### src/rtl/spi_master_ctrl_pkg.sv
// spi_pkg: definitions shared by the SPI master controller and the SPI
// slave/RAM subsystem.
//   cmd_t      - 2-bit frame command encodings
//   state_t    - master controller state enumeration
//   FRAME_BITS - length of the {cmd, payload} shift word
//   RD_BITS    - length of the read-data response
//   build_word - forms the transmitted word (read-data frames send a zero payload)
package spi_pkg;

  typedef enum logic [1:0] {
    CMD_WR_ADDR = 2'b00,
    CMD_WR_DATA = 2'b01,
    CMD_RD_ADDR = 2'b10,
    CMD_RD_DATA = 2'b11
  } cmd_t;

  typedef enum logic [2:0] {
    IDLE,
    SEL,
    HDR,
    SHIFT,
    RECV,
    GAP
  } state_t;

  localparam int FRAME_BITS = 10;
  localparam int RD_BITS    = 8;

  function automatic logic [FRAME_BITS-1:0] build_word(input cmd_t cmd,
                                                      input logic [RD_BITS-1:0] payload);
    return {cmd, (cmd == CMD_RD_DATA) ? {RD_BITS{1'b0}} : payload};
  endfunction

endpackage

### src/rtl/spi_master_ctrl_if.sv
// spi_master_ctrl_if: host-side request/response bundle of the SPI master.
//   start, cmd, wdata          - request from the host
//   busy, done, rd_valid, rdata - status and read response back to the host
// Modports:
//   master - the requesting host (drives the request)
//   slave  - the SPI master controller serving the request
interface spi_master_ctrl_if;
  import spi_pkg::*;

  logic               start;
  cmd_t               cmd;
  logic [RD_BITS-1:0] wdata;
  logic               busy;
  logic               done;
  logic [RD_BITS-1:0] rdata;
  logic               rd_valid;

  modport master (
    output start, cmd, wdata,
    input  busy, done, rdata, rd_valid
  );

  modport slave (
    input  start, cmd, wdata,
    output busy, done, rdata, rd_valid
  );

endinterface

### src/rtl/spi_master_ctrl_shift_reg.sv
// spi_shift_reg: data path of the SPI master.
//   load/load_word - parallel load of the {cmd, payload} TX word
//   shift_en       - shift the TX word left, MSB presented on tx_msb
//   rx_en/miso     - LSB-first capture of the MISO response
//   rx_next        - the response byte including the current MISO bit
module spi_shift_reg
  import spi_pkg::*;
(
  input  logic                  clk,
  input  logic                  rst_n,
  input  logic                  load,
  input  logic [FRAME_BITS-1:0] load_word,
  input  logic                  shift_en,
  input  logic                  rx_en,
  input  logic                  miso,
  output logic                  tx_msb,
  output logic [RD_BITS-1:0]    rx_next
);

  logic [FRAME_BITS-1:0] tx_q;
  // Only seven samples are stored: the eighth is still on MISO at the edge
  // where the controller commits rdata, so it is merged in combinationally.
  logic [RD_BITS-2:0]    rx_q;

  always_ff @(posedge clk) begin
    if (!rst_n) begin
      tx_q <= '0;
      rx_q <= '0;
    end else begin
      if (load)
        tx_q <= load_word;
      else if (shift_en)
        tx_q <= {tx_q[FRAME_BITS-2:0], 1'b0};
      if (rx_en)
        rx_q <= {miso, rx_q[RD_BITS-2:1]};
    end
  end

  assign tx_msb  = tx_q[FRAME_BITS-1];
  assign rx_next = {miso, rx_q};

endmodule

### src/rtl/spi_master_ctrl.sv
// spi_master_ctrl: single-cycle-per-bit SPI master. Sends a 2-bit command and
// an 8-bit payload MSB first on MOSI under SS_n; for read-data frames it then
// captures an 8-bit LSB-first response from MISO.
//   clk, rst_n     - system clock, synchronous active-low reset
//   host           - request/response bundle (spi_master_ctrl_if.slave)
//   SS_n/MOSI/MISO - SPI pins
module spi_master_ctrl
  import spi_pkg::*;
#(
  parameter int GAP_CYCLES = 2
) (
  input  logic                clk,
  input  logic                rst_n,
  spi_master_ctrl_if.slave    host,
  output logic                SS_n,
  output logic                MOSI,
  input  logic                MISO
);

  state_t     state;
  logic [3:0] cnt;
  cmd_t       cmd_q;

  logic                  load;
  logic                  shift_en;
  logic                  rx_en;
  logic                  tx_msb;
  logic [RD_BITS-1:0]    rx_next;

  assign load     = (state == IDLE) && host.start;
  assign shift_en = (state == HDR) || (state == SHIFT);
  // The first RECV cycle is a turnaround cycle; MISO is sampled after it.
  assign rx_en    = (state == RECV) && (cnt != 4'd0);

  spi_shift_reg u_shift (
    .clk       (clk),
    .rst_n     (rst_n),
    .load      (load),
    .load_word (build_word(host.cmd, host.wdata)),
    .shift_en  (shift_en),
    .rx_en     (rx_en),
    .miso      (MISO),
    .tx_msb    (tx_msb),
    .rx_next   (rx_next)
  );

  // MOSI is registered one stage behind the shifter, so tx_msb is always the
  // bit for the following cycle. HDR repeats cmd[1] before the full word.
  always_ff @(posedge clk) begin
    if (!rst_n) begin
      state         <= IDLE;
      cnt           <= 4'd0;
      cmd_q         <= CMD_WR_ADDR;
      SS_n          <= 1'b1;
      MOSI          <= 1'b0;
      host.busy     <= 1'b0;
      host.done     <= 1'b0;
      host.rd_valid <= 1'b0;
      host.rdata    <= '0;
    end else begin
      host.done     <= 1'b0;
      host.rd_valid <= 1'b0;
      case (state)
        IDLE: begin
          if (host.start) begin
            state     <= SEL;
            cmd_q     <= host.cmd;
            SS_n      <= 1'b0;
            host.busy <= 1'b1;
          end
        end
        SEL: begin
          state <= HDR;
          MOSI  <= tx_msb;
        end
        HDR: begin
          state <= SHIFT;
          cnt   <= 4'd0;
          MOSI  <= tx_msb;
        end
        SHIFT: begin
          if (cnt == 4'(FRAME_BITS - 1)) begin
            cnt  <= 4'd0;
            MOSI <= 1'b0;
            if (cmd_q == CMD_RD_DATA) begin
              state <= RECV;
            end else begin
              state     <= GAP;
              SS_n      <= 1'b1;
              host.done <= 1'b1;
            end
          end else begin
            cnt  <= cnt + 4'd1;
            MOSI <= tx_msb;
          end
        end
        RECV: begin
          if (cnt == 4'(RD_BITS)) begin
            state         <= GAP;
            cnt           <= 4'd0;
            SS_n          <= 1'b1;
            host.done     <= 1'b1;
            host.rd_valid <= 1'b1;
            host.rdata    <= rx_next;
          end else begin
            cnt <= cnt + 4'd1;
          end
        end
        GAP: begin
          if (cnt == 4'(GAP_CYCLES - 1)) begin
            state     <= IDLE;
            cnt       <= 4'd0;
            host.busy <= 1'b0;
          end else begin
            cnt <= cnt + 4'd1;
          end
        end
        default: begin
          state <= IDLE;
          cnt   <= 4'd0;
          SS_n  <= 1'b1;
          MOSI  <= 1'b0;
        end
      endcase
    end
  end

endmodule

### src/flat_wrapper.sv
// flat-port wrapper written by rule: the top's interface ports become plain ports
module spi_master_ctrl_flat import spi_pkg::*;
#(
  parameter int GAP_CYCLES = 2
)
  (clk, rst_n, SS_n, MOSI, MISO, host_start, host_cmd, host_wdata, host_busy, host_done, host_rdata, host_rd_valid);
  spi_master_ctrl_if host_i ();
  input  logic clk;
  input  logic rst_n;
  output logic SS_n;
  output logic MOSI;
  input  logic MISO;
  input wire logic [$bits(host_i.start)-1:0] host_start;
  input wire logic [$bits(host_i.cmd)-1:0] host_cmd;
  input wire logic [$bits(host_i.wdata)-1:0] host_wdata;
  output wire logic [$bits(host_i.busy)-1:0] host_busy;
  output wire logic [$bits(host_i.done)-1:0] host_done;
  output wire logic [$bits(host_i.rdata)-1:0] host_rdata;
  output wire logic [$bits(host_i.rd_valid)-1:0] host_rd_valid;
  assign host_i.start = host_start;
  assign host_i.cmd = host_cmd;
  assign host_i.wdata = host_wdata;
  assign host_busy = host_i.busy;
  assign host_done = host_i.done;
  assign host_rdata = host_i.rdata;
  assign host_rd_valid = host_i.rd_valid;
  spi_master_ctrl #(.GAP_CYCLES(GAP_CYCLES)) u_core (.clk(clk), .rst_n(rst_n), .host(host_i), .SS_n(SS_n), .MOSI(MOSI), .MISO(MISO));
endmodule
### config.mk
export PLATFORM = sky130hd
export DESIGN_NAME = spi_master_ctrl_flat
export DESIGN_NICKNAME = d
export VERILOG_FILES = /design/src/rtl/spi_master_ctrl_pkg.sv /design/src/rtl/spi_master_ctrl_if.sv /design/src/rtl/spi_master_ctrl_shift_reg.sv /design/src/rtl/spi_master_ctrl.sv /design/src/flat_wrapper.sv
export SDC_FILE = /design/constraint.sdc
export NUM_CORES = 1
export LEC_CHECK = 0
export ABC_AREA = 1
export CORE_MARGIN = 2
export CORE_UTILIZATION = 40
export DETAILED_ROUTE_END_ITERATION = 10
export SETUP_SLACK_MARGIN = 0.3
export SYNTH_ARGS = -nofsm -noshare
export SYNTH_HDL_FRONTEND = slang
export SYNTH_SLANG_ARGS = --single-unit
export TNS_END_PERCENT = 20
### constraint.sdc
create_clock -name clk -period 1.6 [get_ports clk]
set_input_delay 0.16 -clock clk [delete_from_list [all_inputs] [get_ports clk]]
set_output_delay 0.16 -clock clk [all_outputs]
set_load 0.01 [all_outputs]
# Word-level counts from Yosys, hierarchy flattened
# Cells that the tools add are included.
[word_totals] reg_bits=39 in_bits=14 out_inout_bits=13 word_cells=72
[classes] n_addsub=1 eq_ne=15 muxes=27 n_bitwise=1 n_reduce_logical=17
[ops] operator="$mux W10" n=2
[ops] operator="$pmux W3 S6" n=1
[ops] operator="$pmux W4 S4" n=1
[ops] operator="$mux W3" n=4
[ops] operator="$mux W4" n=3
[ops] operator="$mux W1" n=11
[ops] operator="$eq A4 B4 Y1 const B" n=2
[ops] operator="$mux W8" n=1
[ops] operator="$ne A2 B2 Y1 const B" n=4
[ops] operator="$eq A3 B2 Y1 const B" n=2
[ops] operator="$eq A3 B3 Y1 const B" n=2
[ops] operator="$reduce_and A2 Y1" n=3
[ops] operator="$reduce_or A3 Y1" n=2
[ops] operator="$reduce_and A5 Y1" n=1
[ops] operator="$add A4 B1 Y4 const B" n=1
[ops] operator="$eq A2 B2 Y1 const B" n=2
[ops] operator="$eq A4 B1 Y1 const B" n=1
[ops] operator="$pmux W1 S2" n=2
[ops] operator="$pmux W1 S4" n=1
[ops] operator="$reduce_and A4 Y1" n=1
[ops] operator="$reduce_bool A2 Y1" n=2
[ops] operator="$reduce_bool A4 Y1" n=1
[ops] operator="$reduce_or A2 Y1" n=2
[ops] operator="$eq A3 B1 Y1 const B" n=1
[ops] operator="other kinds (7)" n=8

# Logic depth before layout (Yosys ltp)
# Gate-level depths: netlist of run 1.
[depth] word_depth=4 depth_mapped=9 mapped_depth_nobuf=9

# Hierarchy
# A second synthesis of run 1 with hierarchy kept.
[unflattened] cells_unflattened=277 hier_area_um2=1855.5
[modules_own_cells] mod="spi_master_ctrl" instances=1 cells_per_inst=172 area_each_um2=1128.6 seq_area_each_um2=440.4
[modules_own_cells] mod="spi_shift_reg" instances=1 cells_per_inst=105 area_each_um2=726.9 seq_area_each_um2=340.3

# Worst setup path before layout of run 1
# Ideal clock, no wire load.
[synth_timing] path_kind="reg2reg" from="register u_core.cnt[0]" to="register u_core.state[0]" setup_time_ns=0.113 arrival_ns=1.139 required_time_ns=1.487 setup_slack_ns=0.348 path_stages_with_launch=10 path_buffers=0 period_less_slack_ns=1.252 cell_sequence="dfxtp_1 > inv_1 > ha_1 > nand3_1 > nand2_1 > nand2_1 > nor2_1 > nand2_1 > nand2_1 > nor2_1"
[synth_between] elab_chain_len=3 elab_cells_between_ends=7 classes_between="6 x eq/ne; 1 x reduce/logical"
[synth_rtl] item="from (decl)" line="spi_master_ctrl.sv:21" rtl="logic [3:0] cnt;"
[synth_rtl] item="from (signal assigned)" line="spi_master_ctrl.sv:93" rtl="cnt <= cnt + 4'd1;"
[synth_rtl] item="from (signal assigned)" line="spi_master_ctrl.sv:106" rtl="cnt <= cnt + 4'd1;"
[synth_rtl] item="from (signal assigned)" line="spi_master_ctrl.sv:115" rtl="cnt <= cnt + 4'd1;"
[synth_rtl] item="$eq A4 B1 Y1 (tied with other cells)" line="spi_master_ctrl.sv:110" rtl="if (cnt == 4'(GAP_CYCLES - 1)) begin"
[synth_rtl] item="$ne A2 B1 Y1 (no line) or $ne A2 B2 Y1 (tied branches)"
[synth_rtl] item="$reduce_and A4 Y1 (no line) *"
[synth_rtl] item="to (signal assigned)" line="spi_master_ctrl.sv:99" rtl="state <= GAP;"
[synth_rtl] item="to (signal assigned)" line="spi_master_ctrl.sv:111" rtl="state <= IDLE;"
[synth_rtl] item="to (signal assigned)" line="spi_master_ctrl.sv:119" rtl="state <= IDLE;"
[synth_rtl] item="to (decl)" line="spi_master_ctrl.sv:20" rtl="state_t state;"
# Mark *: on every way between the ends. The rest lies on a longest branch, timed or not.
# A chain may end at the register's enable or synchronous reset.

# Worst setup path after layout of run 1
[layout_timing] from="register u_core.host.rdata[5]" to="output port host_rdata[5]"
[layout_rtl] item="from (decl)" line="spi_master_ctrl_if.sv:25" rtl="output busy, done, rdata, rd_valid"
[layout_rtl] item="from (signal assigned)" line="spi_master_ctrl.sv:104" rtl="host.rdata <= rx_next;"
[layout_rtl] item="to (decl)" line="flat_wrapper.sv:18" rtl="output wire logic [$bits(host_i.rdata)-1:0] host_rdata;"
# No word-level cell between the ends.

==> results of run 1 <==
## sequential cells by signal (all words and copies together) (netlist names), 2 cells and up
register and flops:
u_core.state 3, u_core.u_shift.rx_q 7, u_core.u_shift.tx_q 10, u_core.host.rdata 8, u_core.cnt 4, u_core.cmd_q 2
## path summary, 6_finish.rpt
path                                      startpoint                      to  depth (start not counted)
worst min-delay path                   host_wdata[2]  u_core.u_shift.tx_q[2]                          3
worst max-delay path            u_core.host.rdata[5]           host_rdata[5]                          1
worst min register to register       u_core.cmd_q[1]         u_core.cmd_q[1]                          2
worst max register to register         u_core.cnt[1]         u_core.state[0]                          9
## worst min-delay path: stages
cell	delay [ns]
clkdlybuf4s50_1	0.40
nand2_1	0.06
a21oi_1	0.05
## cell usage in the layout (no fill, tap or decap), types with 2 or more instances in the layout
| cell | n |
|---|---|
| nand3_2 | 4 |
| clkbuf_8 | 5 |
| o21ai_0 | 33 |
| dfxtp_4 | 2 |
| buf_4 | 6 |
| nand2_4 | 2 |
| clkdlybuf4s50_1 | 24 |
| inv_1 | 9 |
| dfxtp_1 | 34 |
| nor2_2 | 3 |
| nor2_4 | 3 |
| inv_2 | 8 |
| nand3_4 | 2 |
| nand2_1 | 39 |
| nor2_1 | 41 |
| nand3_1 | 4 |
| dfxtp_2 | 3 |
| a21oi_1 | 17 |
| a31oi_1 | 2 |
| ha_4 | 2 |
| nand2_2 | 5 |
| xor2_1 | 2 |
## metal layers
metal | global-route usage (%) | vias to the layer above | routed length, um
met1 | 23.12 | 671 | 1798
met5 | 0 | - | 0
met4 | 6.750 | 0 | 54
met2 | 26.32 | 26 | 1620
met3 | 5.844 | 5 | 139
li1 | - | 807 | -
## timing repair
action	4_1_cts	5_1_grt
pin swaps	1	7
setup buffers	0	2
endpoints found under the setup margin	44	46
resized for setup	10	27
## metrics by stage
step | total power, mW | hold WS, ns | setup WS [ns]
after CTS | 3.325 | 0.4106 | 0.2575
final | 3.519 | 0.4115 | 0.2713
after global routing | 3.820 | 0.4295 | 0.2202
after global placement | 2.470 | 0.4568 | 0.2002
after detailed placement | 2.463 | 0.4579 | 0.1896
after floorplan | 2.181 | 0.2949 | 0.3482
## cell type report
class	instances	share of cell area [%]
clock buffer	5	3.078
clock inverter	3	1.959
inverter	18	3.134
multi-input combinational	166	39.90
sequential	39	35.42
tap	50	2.798
timing repair buffer	32	13.71
## power by group through the flow
stage / sequential, mW / combinational [mW] / clock (mW)
after global routing: 1.41 / 1.51 / 0.900
after detailed placement: 1.36 / 1.11 / 0
final: 1.37 / 1.31 / 0.835
after CTS: 1.34 / 1.13 / 0.848
after floorplan: 1.31 / 0.872 / 0
after global placement: 1.36 / 1.11 / 0
## cells by family (layout without fill, tap and decap cells)
logic type,count (synthesis),count (layout),synth area share [%]
compound gates,55,55,17.44
xor+xnor,2,2,1.048
fa+ha+maj,3,3,2.246
buf+inv,24,58,5.913
flops,39,39,46.71
simple gates,106,106,26.65
==> results.cfg, run 1 <==
[run_status]
outcome = finished, final reports clean

[clock_tree]
htreeDepth = 2
worst_skew_pair.late_latency_ns = 0.30
numClockSinks = 39
hold_buffers = 0
root_buffer = clkbuf_8
cts_buffers = 5
cts_buffer_depth = 2
cts_tree = yes
clk_pin_slew_worst_paths_ns = 0.08

[drt]
drtPass1Iterations = 4
drt_iter0_drc = 61
ant_nets = 0
vias_per_cell = 4.821
avgRoutedWirePerCell_um = 11.54
wl_mm = 3.613
drc = 0
via_count = 1509

[global_route]
antenna_found_initial = 0
grt-ovfl-total = 0
track_usage_pct = 17.52
grt_max_degree = 14
grt_pass1_vias = 1360
grt_pass1_wl_mm = 6.023

[synthesis]
synth_top_cell_by_area = dfxtp_1
synth.area.top_cells = dfxtp_1 (47%), o21ai_0 (10%), nand2_1 (10%)
yosysMostFrequentCell = nand2_1
syn_area_um2 = 1672
async_flop_share_pct = 0
yosys.area.top_type_share_pct = 46.71
yosysWarnings = 0
synth.distinct_cells = 23
ys_seq_area_share_pct = 46.71
syn_area_per_cell_um2 = 7.300
synthesis.nets = 246
synth-edff-count = 0
synth_commonest_cells = nand2_1 (45), nor2_1 (43), dfxtp_1 (39)
synth_seq_cells = 39
synthFlopType = dfxtp_1
synthCells = 229

[layout]
n_fill_cell = 394
design_area_um2 = 2236
seq_area_um2 = 792.0
syn_to_final_growth_pct = 33.76
diodes = 0
drive_above_1_share_pct = 19.01
final_util_pct = 55.90
multi_input_area_um2 = 892.1
stdcell_count = 313
final_nets = 279

[power_and_ir_drop]
pwr-share-clk_pct = 23.7
switching_share_pct = 38.02
combPwrFrac_pct = 37.2
pwr-share-seq_pct = 39.0
ir_drop_mv = 0.6057
p_leak_nw = 0.9392
power_switching_mw = 1.338
cell_internal_pwr_mw = 2.181
p_per_area_nw_per_um2 = 1574

[worst_setup_path]
r2r_slack_ns = 0.36
slowest_stage = clkdlybuf4s50_1
cp_max_fo = 2
crit_type = reg -> out
crit_required_ns = 1.44
start_kind = register
max_stage_delay_ns = 0.53
worst_ep_arrival_time_ns = 1.17
crit_buf_inv = 1
setup.worst_path.end_class = primary output
path_cells = clkdlybuf4s50_1
crit_family = buffers and inverters

[sta]
post-route-min-period_ns = 1.329
period_share_pct = 83.05
skew_ns = 0.004887
finalHoldViolCount = 0
rsz0062_at_grt = yes
fin_setup_tns_ns = 0
finalMaxSlewViolations = 0
setup_violations = 0
slew_headroom_pct = 72.63
clock.fmax_ghz = 0.7526
worstMarginPinSlew_ns = 0.4101

[hold_path]
min_path_type = in -> reg

[floorplanning]
initial_core_util_pct = 41.79
rows = 23
top_level_ports = 27
core-area_um2 = 4000
die_h_um = 68.65
die_x_um = 68.65
die_area_um2 = 4712

[placement]
dpl.cell_count = 303
placed_area_um2 = 1993
dp.final_hpwl_mm = 2.448
finalWeightedCongestion = 0.8119
port_buffers = 26

[flow_run]
drv_cap = 0
Power figures use the tool's default switching activity.
==> run 2, diff against run 1 <==
==> constraint.sdc (replaced) <==
create_clock -name clk -period 1.3 [get_ports clk]
set_input_delay 0.13 -clock clk [delete_from_list [all_inputs] [get_ports clk]]
set_output_delay 0.13 -clock clk [all_outputs]
set_load 0.01 [all_outputs]
==> run 2 against run 1 <==
Clock power up 34%. Total power up 48%. Utilization up 7.4 points. Non-clock buffer count up 21. Clock skew down 0.00058 ns. Die area unchanged. Combinational power up 84%. Critical path type is now reg -> reg.
==> results.cfg, run 2 (synthesis gave the netlist of run 1 again) <==
[run_status]
outcome = finished, final reports clean

[layout]
syn_to_final_growth_pct = 51.35
final_util_pct = 63.25
stdcell_count = 334
regMostFlops = u_core.u_shift.tx_q
multi_input_area_um2 = 1041
n_fill_cell = 377
largest_reg_flops = 10
seq_area_um2 = 794.5
mostFrequentLayoutCell = nor2_1
final_cell_mix = nor2_1 (38), dfxtp_1 (34), nand2_1 (33)
final_nets = 300
reg_top3 = u_core.u_shift.tx_q: 10 flops, u_core.host.rdata: 8 flops, u_core.u_shift.rx_q: 7 flops
diodes = 0
drive_above_1_share_pct = 37.32

[clock_tree]
cts_tree = yes
root_buffer = clkbuf_8
clk_pin_slew_worst_paths_ns = 0.08
htreeDepth = 2
numClockSinks = 39
worst_skew_pair.late_latency_ns = 0.29
cts_buffers = 5
cts_buffer_depth = 2

[global_route]
grt_max_degree = 13
grt_pass1_vias = 1461
grt-ovfl-total = 0
track_usage_pct = 18.22
grt_pass1_wl_mm = 6.292
antenna_found_initial = 0

[floorplanning]
top_level_ports = 27
die_x_um = 68.65
initial_core_util_pct = 41.79
die_area_um2 = 4712
core-area_um2 = 4000
die_h_um = 68.65
rows = 23

[placement]
dpl.cell_count = 320
port_buffers = 26
finalWeightedCongestion = 0.8791
dp.final_hpwl_mm = 2.705

[sta]
worstMarginPinSlew_ns = 0.4413
skew_ns = 0.004302
post-route-min-period_ns = 1.266
rsz0062_at_grt = yes
clock.fmax_ghz = 0.7897
setup_violations = 0
finalHoldViolCount = 0
period_share_pct = 97.41
slew_headroom_pct = 70.55
finalMaxSlewViolations = 0

[drt]
avgRoutedWirePerCell_um = 12.09
drt_iter0_drc = 52
vias_per_cell = 4.853
wl_mm = 4.038
via_count = 1621
ant_nets = 0
drc = 0
drtPass1Iterations = 4

[power_and_ir_drop]
p_leak_nw = 1.089
ir_drop_mv = 0.9929
p_per_area_nw_per_um2 = 2061

[flow_run]
drv_cap = 0

[hold_path]
min_path_type = in -> reg
hold_depth = 3

[worst_setup_path]
setup.worst_path.end_class = register
worst_ep_arrival_time_ns = 1.50
crit_required_ns = 1.53
r2r_start = u_core.state[1]
crit_type = reg -> reg
r2r_slack_ns = 0.03
r2r-end = u_core.u_shift.tx_q[7]
critPathLaunch = u_core.state[1]
start_kind = register
crit_end = u_core.u_shift.tx_q[7]
cp_max_fo = 8
rr_worst_depth = 5
==> run 2: routing by layer <==
| metal | vias up | global-route usage, % | part of all wire, % | wire (um) |
|---|---|---|---|---|
| met2 | 19 | 30.29 | 48 | 1921 |
| met3 | 6 | 4.870 | 3.0 | 123 |
| met1 | 742 | 21.84 | 48 | 1920 |
| li1 | 854 | - | - | - |
| met5 | - | 0 | 0 | 0 |
| met4 | 0 | 8.250 | 1.8 | 72 |
==> run 2: final cells by class <==
| cell class | count | area share [%] |
|---|---|---|
| Tap cell | 50 | 2.473 |
| Multi-Input combinational cell | 166 | 41.15 |
| Clock buffer | 7 | 3.858 |
| Sequential cell | 39 | 31.40 |
| Clock inverter | 1 | 1.187 |
| Inverter | 18 | 3.264 |
| Timing Repair Buffer | 53 | 16.67 |
==> run 2: worst max-delay path, stage by stage, from the launching register on <==
cell and delay (ns):
dfxtp_4 0.38, nor2_4 0.19, nand3_4 0.14, a21oi_4 0.25
nand2_1 0.12, a21oi_2 0.13
==> run 2: worst min-delay path by stage <==
stage	from	slack (ns)	to
after global routing	host_wdata[6]	0.39	u_core.u_shift.tx_q[6]
after detailed placement	u_core.u_shift.tx_q[0]	0.46	u_core.u_shift.tx_q[0]
after floorplan	MISO	0.26	u_core.host.rdata[7]
after global placement	u_core.u_shift.tx_q[0]	0.46	u_core.u_shift.tx_q[0]
after CTS	host_wdata[4]	0.37	u_core.u_shift.tx_q[4]
final	host_wdata[3]	0.38	u_core.u_shift.tx_q[3]
==> run 2: where the power goes <==
part	internal (mW)	switching (mW)	total, mW
sequential	1.48	0.207	1.69
combinational	1.07	1.34	2.41
clock	0.690	0.429	1.12
total	3.24	1.97	5.21
==> run 2: through the flow <==
stage	setup TNS, ns	total power, mW	hold WS (ns)	area (um2)	setup slack, ns
after CTS	0	4.798	0.3692	2389	0.07269
after detailed placement	-0.7285	3.369	0.4599	2183	-0.08593
after floorplan	0	2.798	0.2649	1734	0.1575
after global routing	-0.06058	5.573	0.3925	2530	-0.02088
final	0	5.214	0.3812	2530	0.03371
after global placement	-0.5901	3.358	0.4573	2183	-0.08194
==> run 2: repair_timing <==
item                                    CTS  global route
endpoints found under the setup margin   52            52
resized for setup                        30            83
pin swaps                                 5            33
setup buffers                             5             1
hold buffers                              0             0
